<file path="src/rtl/card_dealer.sv">
// Blackjack card dealer: free-running LFSR card source, edge-triggered deal requests
// and per-hand ace-aware scoring for player and dealer.
module card_dealer #(
  parameter logic [15:0] Seed     = 16'hACE1,
  parameter int unsigned MaxCards = 7
) (
  input  logic       clk_i,
  input  logic       rst_i,
  input  logic       new_round_i,
  input  logic       deal_p_i,
  input  logic       deal_d_i,
  input  logic       force_en_i,
  input  logic [3:0] force_rank_i,
  output logic [5:0] p_score_o,
  output logic [5:0] d_score_o,
  output logic [3:0] p_count_o,
  output logic [3:0] d_count_o,
  output logic       p_soft_o,
  output logic       d_soft_o,
  output logic [3:0] card_o,
  output logic       card_to_dealer_o,
  output logic       card_valid_o,
  output logic       refused_o,
  output logic       busy_o
);

  typedef enum logic [1:0] {StIdle, StCheck, StDraw, StAdd} state_e;

  state_e      state_q, state_d;
  logic [15:0] lfsr_q, lfsr_d;
  logic        deal_p_q, deal_d_q;
  logic        pend_p_q, pend_p_d, pend_d_q, pend_d_d;
  logic        tgt_q, tgt_d;
  logic [3:0]  draw_q, draw_d;
  logic [5:0]  p_raw_q, p_raw_d, d_raw_q, d_raw_d;
  logic        p_ace_q, p_ace_d, d_ace_q, d_ace_d;
  logic [3:0]  p_cnt_q, p_cnt_d, d_cnt_q, d_cnt_d;
  logic [3:0]  card_q, card_d;
  logic        to_dealer_q, to_dealer_d;
  logic        valid_q, valid_d;
  logic        refused_q, refused_d;

  logic [3:0]  rank, value;
  logic        rank_ok;
  logic [5:0]  tgt_score;
  logic [3:0]  tgt_cnt;
  logic        edge_p, edge_d;

  // Ace counts as 11 only while the hard total leaves room for the extra 10.
  function automatic logic soft_of(input logic [5:0] r, input logic a);
    return a && (r <= 6'd11);
  endfunction

  function automatic logic [5:0] score_of(input logic [5:0] r, input logic a);
    return soft_of(r, a) ? r + 6'd10 : r;
  endfunction

  assign lfsr_d  = {lfsr_q[0] ^ lfsr_q[2] ^ lfsr_q[3] ^ lfsr_q[5], lfsr_q[15:1]};
  assign rank    = force_en_i ? force_rank_i : lfsr_q[3:0];
  assign rank_ok = (rank >= 4'd1) && (rank <= 4'd13);
  assign value   = (rank > 4'd10) ? 4'd10 : rank;

  assign tgt_score = tgt_q ? score_of(d_raw_q, d_ace_q) : score_of(p_raw_q, p_ace_q);
  assign tgt_cnt   = tgt_q ? d_cnt_q : p_cnt_q;

  assign edge_p = deal_p_i & ~deal_p_q;
  assign edge_d = deal_d_i & ~deal_d_q;

  always_comb begin
    state_d     = state_q;
    pend_p_d    = pend_p_q;
    pend_d_d    = pend_d_q;
    tgt_d       = tgt_q;
    draw_d      = draw_q;
    p_raw_d     = p_raw_q;
    d_raw_d     = d_raw_q;
    p_ace_d     = p_ace_q;
    d_ace_d     = d_ace_q;
    p_cnt_d     = p_cnt_q;
    d_cnt_d     = d_cnt_q;
    card_d      = card_q;
    to_dealer_d = to_dealer_q;
    valid_d     = 1'b0;
    refused_d   = 1'b0;

    unique case (state_q)
      StIdle: begin
        if (pend_p_q) begin
          tgt_d   = 1'b0;
          state_d = StCheck;
        end else if (pend_d_q) begin
          tgt_d   = 1'b1;
          state_d = StCheck;
        end
      end
      StCheck: begin
        if ((tgt_score > 6'd21) || (tgt_cnt == 4'(MaxCards))) begin
          if (tgt_q) pend_d_d = 1'b0;
          else       pend_p_d = 1'b0;
          refused_d = 1'b1;
          state_d   = StIdle;
        end else begin
          state_d = StDraw;
        end
      end
      StDraw: begin
        if (rank_ok) begin
          draw_d  = value;
          state_d = StAdd;
        end
      end
      StAdd: begin
        if (tgt_q) begin
          d_raw_d  = d_raw_q + {2'b00, draw_q};
          d_ace_d  = d_ace_q | (draw_q == 4'd1);
          d_cnt_d  = d_cnt_q + 4'd1;
          pend_d_d = 1'b0;
        end else begin
          p_raw_d  = p_raw_q + {2'b00, draw_q};
          p_ace_d  = p_ace_q | (draw_q == 4'd1);
          p_cnt_d  = p_cnt_q + 4'd1;
          pend_p_d = 1'b0;
        end
        card_d      = draw_q;
        to_dealer_d = tgt_q;
        valid_d     = 1'b1;
        state_d     = StIdle;
      end
      default: state_d = StIdle;
    endcase

    // Judged on the pre-cycle pending bit: an edge while already pending is dropped.
    if (edge_p && !pend_p_q) pend_p_d = 1'b1;
    if (edge_d && !pend_d_q) pend_d_d = 1'b1;

    if (new_round_i) begin
      state_d     = StIdle;
      pend_p_d    = 1'b0;
      pend_d_d    = 1'b0;
      p_raw_d     = '0;
      d_raw_d     = '0;
      p_ace_d     = 1'b0;
      d_ace_d     = 1'b0;
      p_cnt_d     = '0;
      d_cnt_d     = '0;
      card_d      = '0;
      to_dealer_d = 1'b0;
      valid_d     = 1'b0;
      refused_d   = 1'b0;
    end
  end

  always_ff @(posedge clk_i or posedge rst_i) begin
    if (rst_i) begin
      state_q     <= StIdle;
      lfsr_q      <= Seed;
      deal_p_q    <= 1'b0;
      deal_d_q    <= 1'b0;
      pend_p_q    <= 1'b0;
      pend_d_q    <= 1'b0;
      tgt_q       <= 1'b0;
      draw_q      <= '0;
      p_raw_q     <= '0;
      d_raw_q     <= '0;
      p_ace_q     <= 1'b0;
      d_ace_q     <= 1'b0;
      p_cnt_q     <= '0;
      d_cnt_q     <= '0;
      card_q      <= '0;
      to_dealer_q <= 1'b0;
      valid_q     <= 1'b0;
      refused_q   <= 1'b0;
    end else begin
      state_q     <= state_d;
      lfsr_q      <= lfsr_d;
      deal_p_q    <= deal_p_i;
      deal_d_q    <= deal_d_i;
      pend_p_q    <= pend_p_d;
      pend_d_q    <= pend_d_d;
      tgt_q       <= tgt_d;
      draw_q      <= draw_d;
      p_raw_q     <= p_raw_d;
      d_raw_q     <= d_raw_d;
      p_ace_q     <= p_ace_d;
      d_ace_q     <= d_ace_d;
      p_cnt_q     <= p_cnt_d;
      d_cnt_q     <= d_cnt_d;
      card_q      <= card_d;
      to_dealer_q <= to_dealer_d;
      valid_q     <= valid_d;
      refused_q   <= refused_d;
    end
  end

  assign p_score_o        = score_of(p_raw_q, p_ace_q);
  assign d_score_o        = score_of(d_raw_q, d_ace_q);
  assign p_soft_o         = soft_of(p_raw_q, p_ace_q);
  assign d_soft_o         = soft_of(d_raw_q, d_ace_q);
  assign p_count_o        = p_cnt_q;
  assign d_count_o        = d_cnt_q;
  assign card_o           = card_q;
  assign card_to_dealer_o = to_dealer_q;
  assign card_valid_o     = valid_q;
  assign refused_o        = refused_q;
  assign busy_o           = (state_q != StIdle) | pend_p_q | pend_d_q;

endmodule

</file>
<file path="config.mk">
export PLATFORM = sky130hd
export DESIGN_NAME = card_dealer
export DESIGN_NICKNAME = d
export VERILOG_FILES = /design/src/rtl/card_dealer.sv
export SDC_FILE = /design/constraint.sdc
export NUM_CORES = 1
export LEC_CHECK = 0
export CAP_MARGIN = 20
export CORE_MARGIN = 2
export CORE_UTILIZATION = 45
export DETAILED_ROUTE_END_ITERATION = 10
export PLACE_DENSITY = 0.7
export SLEW_MARGIN = 20
export SYNTH_ARGS = -nofsm -noshare
export SYNTH_HDL_FRONTEND = slang
export SYNTH_SLANG_ARGS = --single-unit
</file>
<file path="constraint.sdc">
create_clock -name clk_i -period 2 [get_ports clk_i]
set_input_delay 0.4 -clock clk_i [delete_from_list [all_inputs] [get_ports clk_i]]
set_output_delay 0.4 -clock clk_i [all_outputs]
set_load 0.02 [all_outputs]
</file>
Yosys cells after proc, flatten, opt, wreduce, memory -nomap -nowiden
Cells that the tools add are included.
{ "totals": {"regBits": 56, "inputBits": 10, "out_inout_bits": 30} }
{ "classes": {"add_sub_neg": 6, "magnitude_cmp": 6, "eq_ne": 10, "muxes": 51, "bitwise": 11, "n_reduce_logical": 22} }
{ "op_table": {"columns": ["op", "n"], "rows": [
  ["6-bit two-way mux", 9],
  ["4-bit two-way mux", 11],
  ["1-bit two-way mux", 23],
  ["2-bit AND reduction", 7],
  ["6-bit by 4-bit adder with 6-bit output", 2],
  ["6-bit by 4-bit adder with 6-bit output (second input constant)", 2],
  ["6-bit by 4-bit less-or-equal comparator with 1-bit output (second input constant)", 2],
  ["4-bit != test (second input constant)", 3],
  ["2-bit two-way mux", 5],
  ["4-bit by 1-bit adder with 4-bit output (second input constant)", 2],
  ["2-bit one-hot mux with 4 select lines", 1],
  ["2-bit nonzero test", 4],
  ["4-bit nonzero test", 2],
  ["6-bit by 5-bit greater-than comparator with 1-bit output (second input constant)", 1],
  ["1-bit logical AND", 5],
  ["2-bit == test (second input constant)", 2],
  ["4-bit by 1-bit == test with 1-bit output (second input constant)", 1],
  ["4-bit by 3-bit == test with 1-bit output (second input constant)", 1],
  ["4-bit by 1-bit greater-or-equal comparator with 1-bit output (second input constant)", 1],
  ["4-bit greater-than comparator (second input constant)", 1],
  ["4-bit less-or-equal comparator (second input constant)", 1],
  ["1-bit OR", 4],
  ["1-bit one-hot mux with 2 select lines", 2],
  ["3-bit != test (second input constant)", 1],
  ["8 further kinds", 13]
]} }

Logic depth before layout (Yosys ltp)
Gate-level depths: netlist of the first run.
{ "logic_depth": {"depth_word": 10, "ltp_mapped": 7, "mapped_depth_nobuf": 7} }

Worst setup path after synthesis of the first run
No wires, ideal clock.
{ "synth_timing": {"path_type": "flip-flop to flip-flop", "startpoint": "register d_raw_q[1]", "endpoint": "register pend_d_q", "t_arrival_ns": 1.862, "path_slack_ns": 0.062, "stages_incl_launch_ff": 7, "path_cell_list": "dfrtp_1 ha_1 nor4b_2 mux2i_1 a32oi_1 or4_1 o21ai_1"} }
{ "synth_between": {"elab_chain_cells": 8, "elab_cells_between_ends": 9, "classes_between": "add/sub: 1; order compare: 2; eq/ne: 1; mux: 2; reduce/logical: 3"} }
{ "synth_rtl": {"columns": ["item", "line", "source"], "rows": [
  ["start: declaration", "35", "logic [5:0] p_raw_q, p_raw_d, d_raw_q, d_raw_d;"],
  ["start signal: assignment", "183", "d_raw_q <= d_raw_d;"],
  ["6-bit by 4-bit less-or-equal comparator with 1-bit output", "51", "return a && (r <= 6'd11);"],
  ["1-bit logical AND", "51", null],
  ["6-bit two-way mux (*)", "55", "return soft_of(r, a) ? r + 6'd10 : r;"],
  ["6-bit two-way mux (*)", "63", "assign tgt_score = tgt_q ? score_of(d_raw_q, d_ace_q) : score_of(p_raw_q, p_ace_q);"],
  ["6-bit by 5-bit greater-than comparator with 1-bit output (*)", "97", "if ((tgt_score > 6'd21) || (tgt_cnt == 4'(MaxCards))) begin"],
  ["1-bit logical OR (*)", "97", null],
  ["4-bit != test (no source line) (*)", null, null],
  ["2-bit AND reduction (no source line) (*)", null, null],
  ["end signal: assignment", "179", "pend_d_q <= pend_d_d;"],
  ["end: declaration", "32", "logic pend_p_q, pend_p_d, pend_d_q, pend_d_d;"]
]} }
Every way passes the cells marked *; elsewhere a longest branch is shown, timed or not.
A chain may end at the register's enable or synchronous reset.

Final worst setup path of the first run
{ "layout_timing": {"startpoint": "register d_raw_q[1]", "endpoint": "output port d_score_o[3]"} }
{ "layout_between": {"elab_chain_cells": 3, "elab_cells_between_ends": 4, "classes_between": "add/sub: 1; order compare: 1; mux: 1; reduce/logical: 1"} }
{ "layout_rtl": {"columns": ["item", "line", "source"], "rows": [
  ["6-bit by 4-bit less-or-equal comparator with 1-bit output", "51", null],
  ["1-bit logical AND", "51", null],
  ["6-bit two-way mux (*)", "55", null],
  ["end: declaration", "15", "output logic [5:0] d_score_o,"]
]} }
Marked as above.

==> impl_metrics.tcl, run 1 <==
set metrics [dict create \
    status "complete, but fails checks" \
    violations "negative setup slack" \
    hpwl_um 4395 \
    synth_mux_area_share_pct 5.640 \
    fin_crit_sh_pct 104.6 \
    grtUsageTotal_pct 19.33 \
    synth_ff_type "dfrtp_1" \
    leakagePower_nw 1.774 \
    ff2ff_setup_slack_ns 0 \
    synthesis.nets 304 \
    crit_arrival_ns 1.69 \
    gr-total-overflow 0 \
    syn_inst 280 \
    use_met1_pct 26.25 \
    hold_path.class "in -> async" \
    rsz0062_at_grt "true" \
    wirelength_um 6412 \
    worst_pin_slew_ns 0.6500 \
    required_ns 1.60 \
    grt.met3_usage_pct 3.363 \
    final.min_clock_period_ns 2.093 \
    start_util_pct 45.94 \
    std_cell_rows 29 \
    regArea_um2 1411 \
    clock_skew_ns 0.008129 \
    fill_cells 524 \
    critPathMaxFanout 2 \
    syn_area_per_cell_um2 10.30 \
    die-area_um2 7065 \
    synth.largest_area_cell "dfrtp_1" \
    grt_pass1_wl_um 11010 \
    yosysMostFrequentCell "dfrtp_1" \
    cts_sinks 56 \
    gp_congestion 0.8207 \
    fp.dieH_um 84.06 \
    synth_compound_area_share_pct 12.49 \
    ant_nets 0 \
    drc_errors 0 \
    r2r-end "pend_d_q$_DFFE_PP0P_" \
    synth_xor_area_share_pct 4.252 \
    final_hold_viol_count 0 \
    finalSetupViolCount 5 \
    powerDensity_nw_per_um2 752.0 \
    cts_max_level 2 \
    top_usage_layer "met2" \
    utilization_pct 61.87 \
    grt_max_degree 45 \
    critPathLaunchType "flop" \
    path_clk_slew_ns 0.11 \
    fin_ws_ns -0.09265 \
    r2r_start "d_raw_q[1]$_DFFE_PP0P_" \
    grt_util_met2_pct 31.39 \
    maxCapViolCount 0 \
    synth-async-reset-ratio_pct 100.0 \
    drv_slew 0 \
    synth.top_cell.area_share_pct 41.65 \
    layout-drive-gt1-share_pct 28.49 \
    cts_root_buf "clkbuf_8" \
    ys_types 56 \
    viasPerCell 5.301 \
    netlist_area_um2 2884 \
    worstSetupPathType "reg -> out" \
    synth_top_family_by_area "simple AND/OR/NAND/NOR gates" \
    vias 2343 \
    cts_tree "built" \
    synth-seq-cells 56 \
    cts.path.max_buffers 2 \
    dp_slack_ns -0.1934 \
    die_w_um 84.06 \
    io_buffer_count 39 \
    ir_worst_vdd_uv 497.8 \
    drt_pass1_iterations 4 \
    drt_iter0_drc 165 \
    clkLatencyLatePin_ns 0.32 \
    relSlewSlack_pct 56.06 \
    r2r_cells 7 \
    avgRoutedWirePerCell_um 14.51 \
    synth_edf_count 0 \
    clock.fmax_mhz 477.9 \
    core_area_um2 6277 \
    yosysSeqAreaShare_pct 48.94 \
    cts_buffers 5 \
    area_growth_pct 34.66 \
    yosysWarnings 0 \
    antennaDiodeCount 0 \
    end_kind "primary output" \
    synth_area_leaders "dfrtp_1 42%, dfstp_2 7.3%, ha_1 5.2%" \
    p_total_mw 2.920 \
    synthTopCellsByCount "48 x dfrtp_1, 27 x nor2_1, 26 x nand2_1" \
    grt_pass1_vias 2319 \
    final_net_count 388 \
    multi_input_area_um2 1440 \
    synthAdderAreaFrac_pct 6.594 \
    io_pins 40 \
    yosys.area_share.simple_pct 18.26 \
    antenna_found_initial 0 \
]
metrics by stage:
step           instance area, um2  cells  TNS (ns)  hold slack, ns
2_1_floorplan                2884    280         0          0.3312
3_3_place_gp                 3603    420   -0.5692          0.3376
3_5_place_dp                 3603    420   -0.7768          0.3450
4_1_cts                      3795    436   -0.2412          0.3084
5_1_grt                      3884    442   -0.7444          0.3413
6_report                     3884    442   -0.2467          0.3158
power breakdown:
group,switching [mW],internal (mW),leakage [nW]
registers,0.148,1.23,0.732
clock network,0.412,0.265,0.0511
logic,0.447,0.414,0.991
layer usage:
layer | part of all wire [%] | up-vias
met5 | 0 | -
met4 | 1.9 | 0
met3 | 3.8 | 13
met2 | 48 | 55
met1 | 47 | 1136
li1 | - | 1139
what timing repair did:
item / 4_1_cts / 5_1_grt
resized for setup: 52 / 17
setup endpoints to repair: 11 / 13
buffers inserted: 8 / 7
pin swaps: 7 / 10
hold buffers: 0 / 0
worst max path at each step:
stage                      startpoint                     to  slack, ns
2_1_floorplan  d_raw_q[1]$_DFFE_PP0P_   pend_d_q$_DFFE_PP0P_       0.06
3_3_place_gp               force_en_i  draw_q[3]$_DFFE_PP0P_      -0.15
3_5_place_dp               force_en_i  draw_q[3]$_DFFE_PP0P_      -0.19
4_1_cts        p_raw_q[1]$_DFFE_PP0P_           p_score_o[3]      -0.07
5_1_grt        d_raw_q[1]$_DFFE_PP0P_           d_score_o[3]      -0.17
6_report       d_raw_q[1]$_DFFE_PP0P_           d_score_o[3]      -0.09
logic make-up after synthesis:
logic type,Yosys count
AO/OA/AOI/OAI,58
multiplexers,14
XOR/XNOR,14
AND/OR/NAND/NOR,100
flip-flops,56
adder cells (fa/ha/maj),14
buffers and inverters,24
cells in the final DEF, fill, tap and decap left out, types with 2 or more instances in the layout:
cell	instances
or3_1	3
a21o_1	6
and2_1	2
clkbuf_8	5
nor2b_1	7
mux2_4	2
nand2b_4	2
nand3_1	8
dfrtp_1	48
clkbuf_2	2
a211oi_1	4
a21oi_1	23
nand2b_1	3
or2_1	2
o21ai_1	3
o211ai_1	4
nand2_1	25
buf_6	8
ha_1	10
mux2_2	2
inv_6	2
mux2i_1	5
xor2_1	5
mux2_1	2
nand3b_1	3
buf_4	51
o21ai_0	5
nor4b_4	2
mux2i_2	3
nor3_1	2
dfstp_2	8
nor3b_2	2
xnor2_1	9
inv_1	7
clkdlybuf4s50_1	28
fa_1	2
nor2_1	27
ha_2	2
a21oi_2	2
sequential cells by signal, summed over array words and instances (netlist names):
name and count:
refused_o 1, state_q 2, tgt_q 1, draw_q 4
pend_d_q 1, d_raw_q 6, p_raw_q 6, lfsr_q 16
d_ace_q 1, card_valid_o 1, card_to_dealer_o 1, p_count_o 4
deal_p_q 1, card_o 4, d_count_o 4, deal_d_q 1
pend_p_q 1, p_ace_q 1
area by class of cell:
type,count,area share (%)
Clock buffer,5,1.772
Sequential cell,56,36.34
Timing Repair Buffer,93,20.81
Tap cell,77,2.481
Inverter,8,0.7732
Multi-Input combinational cell,200,37.08
Clock inverter,3,0.7410
critical path, cell delays in order, from the launching register on:
cell	delay, ns
dfrtp_1	0.40
ha_2	0.20
nor4b_4	0.26
mux2i_1	0.27
inv_1	0.10
buf_6	0.14
Power figures use the tool's default switching activity.
==> run 2, diff against run 1 <==
CAP_MARGIN = 30   (was 20)
==> results of run 2 <==
The final DEF is identical to that of run 1; final timing and power are the same.
==> run 3, diff against run 2 <==
DONT_BUFFER_PORTS = 1   (was unset)
PLACE_DENSITY = 0.62   (was 0.7)
SLEW_MARGIN = 30   (was 20)
==> impl_metrics.tcl, run 3 (synthesized netlist as in run 1, its figures left out) <==
set metrics [dict create \
    routed-wl-met2_um 2876 \
    mostFrequentLayoutCells "42 x dfrtp_1, 30 x buf_4, 27 x nor2_1, 25 x nand2_1, 23 x a21oi_1" \
    finalSetupViolCount 2 \
    cts_sinks 56 \
    final_hold_viol_count 0 \
    fin_crit_sh_pct 101.5 \
    critPathMaxFanout 2 \
    ir_worst_vdd_uv 578.4 \
    end_kind "primary output" \
    relSlewSlack_pct 64.87 \
    grt_pass1_wl_um 10100 \
    drc_errors 0 \
    rsz0062_at_grt "true" \
    top_layer_used "met4" \
    hpwl_um 4233 \
    gp_congestion 0.8018 \
    largest_reg_flops 16 \
    grt_max_degree 38 \
    leakagePower_nw 1.508 \
    antennaDiodeCount 0 \
    die_w_um 84.06 \
    fin_area_um2 3373 \
    cts_buffers 5 \
    drv_slew 0 \
    start_util_pct 45.94 \
    area_growth_pct 16.96 \
    core_area_um2 6277 \
    avgRoutedWirePerCell_um 15.52 \
    cts_root_buf "clkbuf_8" \
    dr_wl_met3_um 267 \
    final_common_cell "dfrtp_1" \
    largest_register "lfsr_q" \
    clkLatencyLatePin_ns 0.30 \
    std_cell_rows 29 \
    cts.path.max_buffers 2 \
    wl_met1_um 2752 \
    io_buffer_count 0 \
    worstSetupPathType "reg -> out" \
    wirelength_um 5961 \
    drt_pass1_iterations 4 \
    gr-total-overflow 0 \
    final.min_clock_period_ns 2.029 \
    cts_max_level 2 \
    clock_skew_ns 0.006005 \
    top_regs "lfsr_q: 16 flops, d_raw_q: 6 flops, p_raw_q: 6 flops" \
    vias 2064 \
    path_clk_slew_ns 0.10 \
    clock.fmax_mhz 492.7 \
    powerDensity_nw_per_um2 821.7 \
    fp.dieH_um 84.06 \
    dp_slack_ns 0.08451 \
    dpl_cell_area_um2 3100 \
    layout-drive-gt1-share_pct 26.06 \
    drt_iter0_drc 147 \
    cts_tree "built" \
    ant_nets 0 \
    required_ns 1.60 \
    utilization_pct 53.74 \
    die-area_um2 7065 \
    worst_pin_slew_ns 0.5197 \
    io_pins 40 \
    final_net_count 330 \
    maxCapViolCount 0 \
    viasPerCell 5.375 \
    tns_ns -0.03660 \
    grt_pass1_vias 2032 \
    fin_ws_ns -0.02943 \
    crit_arrival_ns 1.63 \
    violations "negative setup slack" \
    grtUsageTotal_pct 17.78 \
    hold_path.class "in -> reg" \
    status "complete, but fails checks" \
    antenna_found_initial 0 \
    critPathLaunchType "flop" \
]
[run 3: changes by cell type in the layout (fill, tap and decap cells not counted), sizes merged]
cell / change
inv: -1
clkbuf: -2
clkdlybuf4s15: -1
clkdlybuf4s50: -28
clkinv: +1
dlygate4sd3: +1
buf: -27
dlygate4sd2: -1
[run 3: critical path, cell delays in order, from the launching register on]
cell and delay [ns]:
dfrtp_1 0.41, ha_2 0.20, nor4b_4 0.22, mux2i_1 0.28, buf_4 0.17, inv_4 0.04
[run 3: cell type report]
class                           count  area [um2]
Fill cell                         554        2904
Multi-Input combinational cell    200        1441
Sequential cell                    56        1419
Timing Repair Buffer               35       289.0
Tap cell                           77       96.34
Clock buffer                        5       68.82
Inverter                            8       32.53
Clock inverter                      3       26.28
[run 3: path summary, 6_finish.rpt]
kind	from	cells after the start	slack [ns]	endpoint
worst max-delay path	d_raw_q[2]$_DFFE_PP0P_	5	-0.03	d_score_o[3]
worst min-delay path	deal_p_i	0	0.11	deal_p_q$_DFF_PP0_
worst max register to register	d_raw_q[1]$_DFFE_PP0P_	7	0.10	d_raw_q[5]$_DFFE_PP0P_
worst min register to register	lfsr_q[11]$_DFF_PP1_	0	0.36	lfsr_q[10]$_DFF_PP1_
max in group asynchronous	rst_i	3	0.96	lfsr_q[0]$_DFF_PP1_
min in group asynchronous	rst_i	2	0.50	p_raw_q[1]$_DFFE_PP0P_
[run 3: layer usage]
metal / track usage, % / up-vias
met5: 0 / -
met4: 5.425 / 0
li1: - / 1022
met3: 4.451 / 7
met1: 24.26 / 1002
met2: 27.99 / 33
[run 3: what timing repair did]
action	CTS	global route
pin swaps	4	10
gates resized for setup	14	15
hold endpoints to repair	10	0
buffers inserted	4	5
hold buffers	1	0
setup endpoints to repair	4	12
[run 3: metrics by stage]
step	std cells	hold slack (ns)	power, mW
final	384	0.1113	2.772
after global routing	384	0.09149	2.954
after CTS	379	0.1037	2.782
after detailed placement	366	0.2623	2.125
after global placement	366	0.2605	2.108
after floorplan	280	0.3312	1.917
[run 3: power breakdown]
| part | internal (mW) | switching, mW |
|---|---|---|
| clock network | 0.258 | 0.377 |
| registers | 1.24 | 0.182 |
| logic | 0.330 | 0.389 |
